**src/rtl/micro_sequencer.sv**
```systemverilog
// Microprogram sequencer: selects the next control store address from the microinstruction
// condition field. Optional call/return stack enabled with the MPC_STACK_EN macro.
module micro_sequencer #(
    parameter int unsigned ADDR_W        = 8,
    parameter int unsigned FETCH_ADDR    = 0,
    parameter int unsigned DISPATCH_BASE = 0,
    parameter int unsigned STACK_DEPTH   = 4
) (
    input  logic                               clk,
    input  logic                               rst,
    input  logic                               stall,
    input  logic [7:0]                         ins_in,
    input  logic                               z_flag,
    input  logic [2:0]                         mi_cond,
    input  logic [ADDR_W-1:0]                  mi_addr,
    output logic [ADDR_W-1:0]                  mpc,
    output logic [$clog2(STACK_DEPTH+1)-1:0]   stack_level,
    output logic                               seq_err
);

    localparam int unsigned LVL_W = $clog2(STACK_DEPTH + 1);

    localparam logic [2:0] CondInc      = 3'd0;
    localparam logic [2:0] CondJmp      = 3'd1;
    localparam logic [2:0] CondJz       = 3'd2;
    localparam logic [2:0] CondJnz      = 3'd3;
    localparam logic [2:0] CondDispatch = 3'd4;
    localparam logic [2:0] CondFetch    = 3'd5;
    localparam logic [2:0] CondCall     = 3'd6;
    localparam logic [2:0] CondRet      = 3'd7;

    localparam logic [ADDR_W-1:0] FetchAddr = ADDR_W'(FETCH_ADDR);

    logic [ADDR_W-1:0] mpc_q, mpc_d;
    logic [ADDR_W-1:0] mpc_inc;
    logic [ADDR_W-1:0] dispatch_addr;

    assign mpc_inc       = mpc_q + ADDR_W'(1);
    assign dispatch_addr = ADDR_W'(ins_in) + ADDR_W'(DISPATCH_BASE);

`ifdef MPC_STACK_EN
    localparam int unsigned IDX_W = (STACK_DEPTH > 1) ? $clog2(STACK_DEPTH) : 1;

    logic [ADDR_W-1:0] stack_q [STACK_DEPTH];
    logic [LVL_W-1:0]  level_q, level_d;
    logic              err_q, err_d;
    logic              push;
    logic              full, empty;
    logic [IDX_W-1:0]  push_idx, pop_idx;

    assign full     = (level_q == LVL_W'(STACK_DEPTH));
    assign empty    = (level_q == '0);
    assign push_idx = IDX_W'(level_q);
    assign pop_idx  = IDX_W'(level_q - LVL_W'(1));
`endif

    always_comb begin
        mpc_d = mpc_q;
`ifdef MPC_STACK_EN
        level_d = level_q;
        err_d   = err_q;
        push    = 1'b0;
`endif
        if (!stall) begin
            // z_flag and ins_in are only looked at inside their own arms.
            unique case (mi_cond)
                CondInc:      mpc_d = mpc_inc;
                CondJmp:      mpc_d = mi_addr;
                CondJz:       mpc_d = z_flag ? mi_addr : mpc_inc;
                CondJnz:      mpc_d = z_flag ? mpc_inc : mi_addr;
                CondDispatch: mpc_d = dispatch_addr;
                CondFetch:    mpc_d = FetchAddr;
`ifdef MPC_STACK_EN
                CondCall: begin
                    mpc_d = mi_addr;
                    if (full) begin
                        err_d = 1'b1;
                    end else begin
                        push    = 1'b1;
                        level_d = level_q + LVL_W'(1);
                    end
                end
                CondRet: begin
                    if (empty) begin
                        mpc_d = FetchAddr;
                        err_d = 1'b1;
                    end else begin
                        mpc_d   = stack_q[pop_idx];
                        level_d = level_q - LVL_W'(1);
                    end
                end
`else
                CondCall:     mpc_d = mpc_inc;
                CondRet:      mpc_d = mpc_inc;
`endif
            endcase
        end
    end

    always_ff @(posedge clk or posedge rst) begin
        if (rst) begin
            mpc_q <= FetchAddr;
        end else begin
            mpc_q <= mpc_d;
        end
    end

`ifdef MPC_STACK_EN
    // Stack contents need no reset; occupancy alone decides what is valid.
    always_ff @(posedge clk) begin
        if (push) begin
            stack_q[push_idx] <= mpc_inc;
        end
    end

    always_ff @(posedge clk or posedge rst) begin
        if (rst) begin
            level_q <= '0;
            err_q   <= 1'b0;
        end else begin
            level_q <= level_d;
            err_q   <= err_d;
        end
    end

    assign stack_level = level_q;
    assign seq_err     = err_q;
`else
    assign stack_level = '0;
    assign seq_err     = 1'b0;
`endif

    assign mpc = mpc_q;

endmodule

```
**config.mk**
```make
export PLATFORM = sky130hd
export DESIGN_NAME = micro_sequencer
export DESIGN_NICKNAME = d
export VERILOG_FILES = /design/src/rtl/micro_sequencer.sv
export SDC_FILE = /design/constraint.sdc
export NUM_CORES = 1
export LEC_CHECK = 0
export BUFFER_PORTS_ARGS = -buffer_cell sky130_fd_sc_hd__buf_2
export CORE_MARGIN = 10
export CORE_UTILIZATION = 42
export CTS_CLUSTER_DIAMETER = 120
export DETAILED_ROUTE_END_ITERATION = 8
export PLACE_DENSITY = 0.8
export SYNTH_ARGS = -nofsm -noshare
export SYNTH_HDL_FRONTEND = slang
export SYNTH_SLANG_ARGS = --single-unit
```
**constraint.sdc**
```tcl
create_clock -name clk -period 2 [get_ports clk]
set_clock_uncertainty 0.1 [all_clocks]
set_input_delay 0.2 -clock clk [delete_from_list [all_inputs] [get_ports clk]]
set_output_delay 0.2 -clock clk [all_outputs]
set_load 0.05 [all_outputs]
```
==> flow_summary.ini <==
[run_status]
status = complete, no violations

[clock_tree]
insertion_delay_ns = 0.26
clock-sinks = 8
ctsResizeCount = 0
cts_max_level = 1
cts_root_buffer = clkbuf_4
holdBufCountCts = 1
cts_max_path_buffers = 2
path_clk_slew_ns = 0.07
postCtsSetupBuffers = 0
cts_tree = yes
cts_buffers = 3

[grt]
antenna_found_initial = 0
busiest_layer = met2
track_usage_pct = 11.8
grtUsageMet3_pct = 6.44
use_met1_pct = 12.7
met2_usage_pct = 18.7
grt.overflow.total = 0
grt_pass1_wl_mm = 3.25
grt_pass1_vias = 689
grt_max_degree = 18

[synth]
yosys.area_share.xor_xnor_pct = 0
synth-adder-area-share_pct = 2.02
synth_top_family_by_area = compound AO/OA/AOI/OAI gates
synth_cells = 67
ys_seq_area_share_pct = 32.4
synth_area_um2 = 618
synth_cell_types = 32
synth_warnings = 0
synth-compound-area-share_pct = 29.1
synth.mux.area_fraction_pct = 3.24
ys_ff_latch = 8
avgSynthCellArea_um2 = 9.23
yosys.area_share.simple_pct = 24.1

[hold_path]
min_from = ins_in[7]
hp-class = input pin to register

[setup_path]
start_kind = register
worstSetupEndpointType = register
cp.arrival_ns = 1.76
crit_type = register to register
worstPathMaxFanout = 4
r2r_start = mpc[0]
startpoint = mpc[0]
cpMostUsedCell = nand3_1
path_cells = ha_1 > nand3_1 > or2_2 > or4_1 > nand3_1
critPathSlowestCell = dfrtp_1
cp_data_required_time_ns = 2.10
cpPeakStageDelay_ns = 0.40

[timing]
max_slew_margin_pct = 66.2
tightestPinTransition_ns = 0.506
grt_setup_unrepaired = no
setup_viol_count_final = 0
fin_crit_ns = 1.66
hold_violations = 0
tns_ns = 0
period_share_pct = 82.9
fmax_mhz = 603
slew_viol_final = 0

[routing]
ant_nets = 0
vias = 673
routed_wl_mm = 1.93
via_per_inst = 5.85
drtIter0Drc = 52
dr.pass1.iters = 4
routedWlPerCell_um = 16.8
remaining_drc_errors = 0

[cells_and_area]
final_cells = 115
fillerInstances = 128
seq_area_um2 = 200
largest_reg_flops = 8
drive_gt1_share_pct = 40.0
multi_input_area_um2 = 377
n_antenna_cell = 0
nets = 126
area_delta_synth_final_pct = 30.2

[floorplan]
fp-row-count = 13
fp.coreArea_um2 = 1350
pin_count = 35
die_w_um = 58.4
start_util_pct = 45.8
die_y_um = 58.4
fp.dieArea_um2 = 3410

[flow_run]
maxCapViolCount = 0

[placement]
gp_congestion = 0.755
io_buffers = 30
hpwlAfterDp_mm = 1.51
dp_cells = 111

[pwr]
power.total_mw = 0.707
power.leakage_nw = 0.386
power.density_nw_per_um2 = 879
irDropWorstVdd_mv = 0.413
-- power by group --
part	total (mW)	switching, mW	internal (mW)
combinational	0.329	0.230	0.0992
sequential	0.245	0.0464	0.198
clock	0.134	0.0648	0.0693
total	0.707	0.341	0.367
-- synthesized netlist by cell type --
library cell | instances | share of area [%]
ha_1 | 1 | 2.0
a22o_1 | 1 | 1.4
a221oi_1 | 1 | 1.4
dfrtp_1 | 8 | 32
o211ai_1 | 1 | 1.2
a211oi_2 | 1 | 2.0
a22oi_1 | 2 | 2.4
o32a_4 | 1 | 3.6
a222oi_1 | 5 | 8.1
and2_4 | 1 | 1.4
o32ai_1 | 1 | 1.4
nand3_1 | 7 | 5.7
clkbuf_1 | 1 | 0.61
or3_1 | 1 | 1.0
nor2b_1 | 1 | 1.0
nor4b_1 | 1 | 1.4
nand2_1 | 4 | 2.4
a21oi_1 | 3 | 2.4
nand3_2 | 1 | 1.6
nor3b_1 | 1 | 1.2
a21bo_2 | 1 | 1.6
mux2i_1 | 2 | 3.2
o21bai_1 | 1 | 1.2
o21ai_0 | 1 | 0.81
nand3b_1 | 1 | 1.2
a211o_1 | 1 | 1.4
or2_2 | 1 | 1.0
buf_4 | 4 | 4.9
conb_1 | 1 | 0.61
inv_1 | 5 | 3.0
nor2_1 | 2 | 1.2
or4_1 | 4 | 4.9
-- logic make-up after synthesis --
logic type,after synthesis
and+or+nand+nor,25
AOI/OAI and AO/OA,20
buffers and inverters,10
DFF,8
muxes,2
adders and majority gates,1
other,1
-- worst paths after layout --
path | end | slack [ns] | cells past startpoint
setup / recovery | mpc[6] | 0.34 | 5
hold / removal | mpc[7] | 0.07 | 3
setup reg to reg | mpc[6] | 0.34 | 5
hold reg to reg | mpc[7] | 0.47 | 2
max in group asynchronous | mpc[4] | 1.21 | 3
min in group asynchronous | mpc[0] | 0.33 | 3
-- layer usage --
layer	share of wire [%]	up-vias
met4	0	0
met3	11	0
li1	-	327
met1	41	315
met2	48	31
met5	0	-
-- placed cells by master (no fill, tap or decap), drive strengths merged, types with 2 or more instances in the layout --
cell type and count:
a21oi 3, or4 4, conb 4, nand2 4, buf 31, inv 5, nand3 8, a222oi 5
a22oi 2, dfrtp 8, mux2i 2, nor2 2, clkbuf 3
-- critical path, delay by kind of cell, from the launching register on --
family	cells	cell delay, ns
fa+ha+maj	1	0.20
flops	1	0.40
simple gates	4	0.89
-- area by class of cell --
class	count	area share [%]
timing repair buffer	32	20.8
inverter	5	2.33
sequential	8	24.9
tap	15	2.33
multi-input combinational	52	46.8
clock buffer	3	2.80
-- through the flow --
step	hold WS [ns]	util [%]	setup slack [ns]	cell area (um2)
CTS	0.0727	59.6	0.344	805
finish	0.0744	59.6	0.342	805
detailed placement	0.0705	57.2	0.338	772
global route	0.0781	59.6	0.251	805
floorplan	-0.0843	-	0.0320	629
global placement	0.0546	57.2	0.403	772
(Power assumes the default switching activity.)
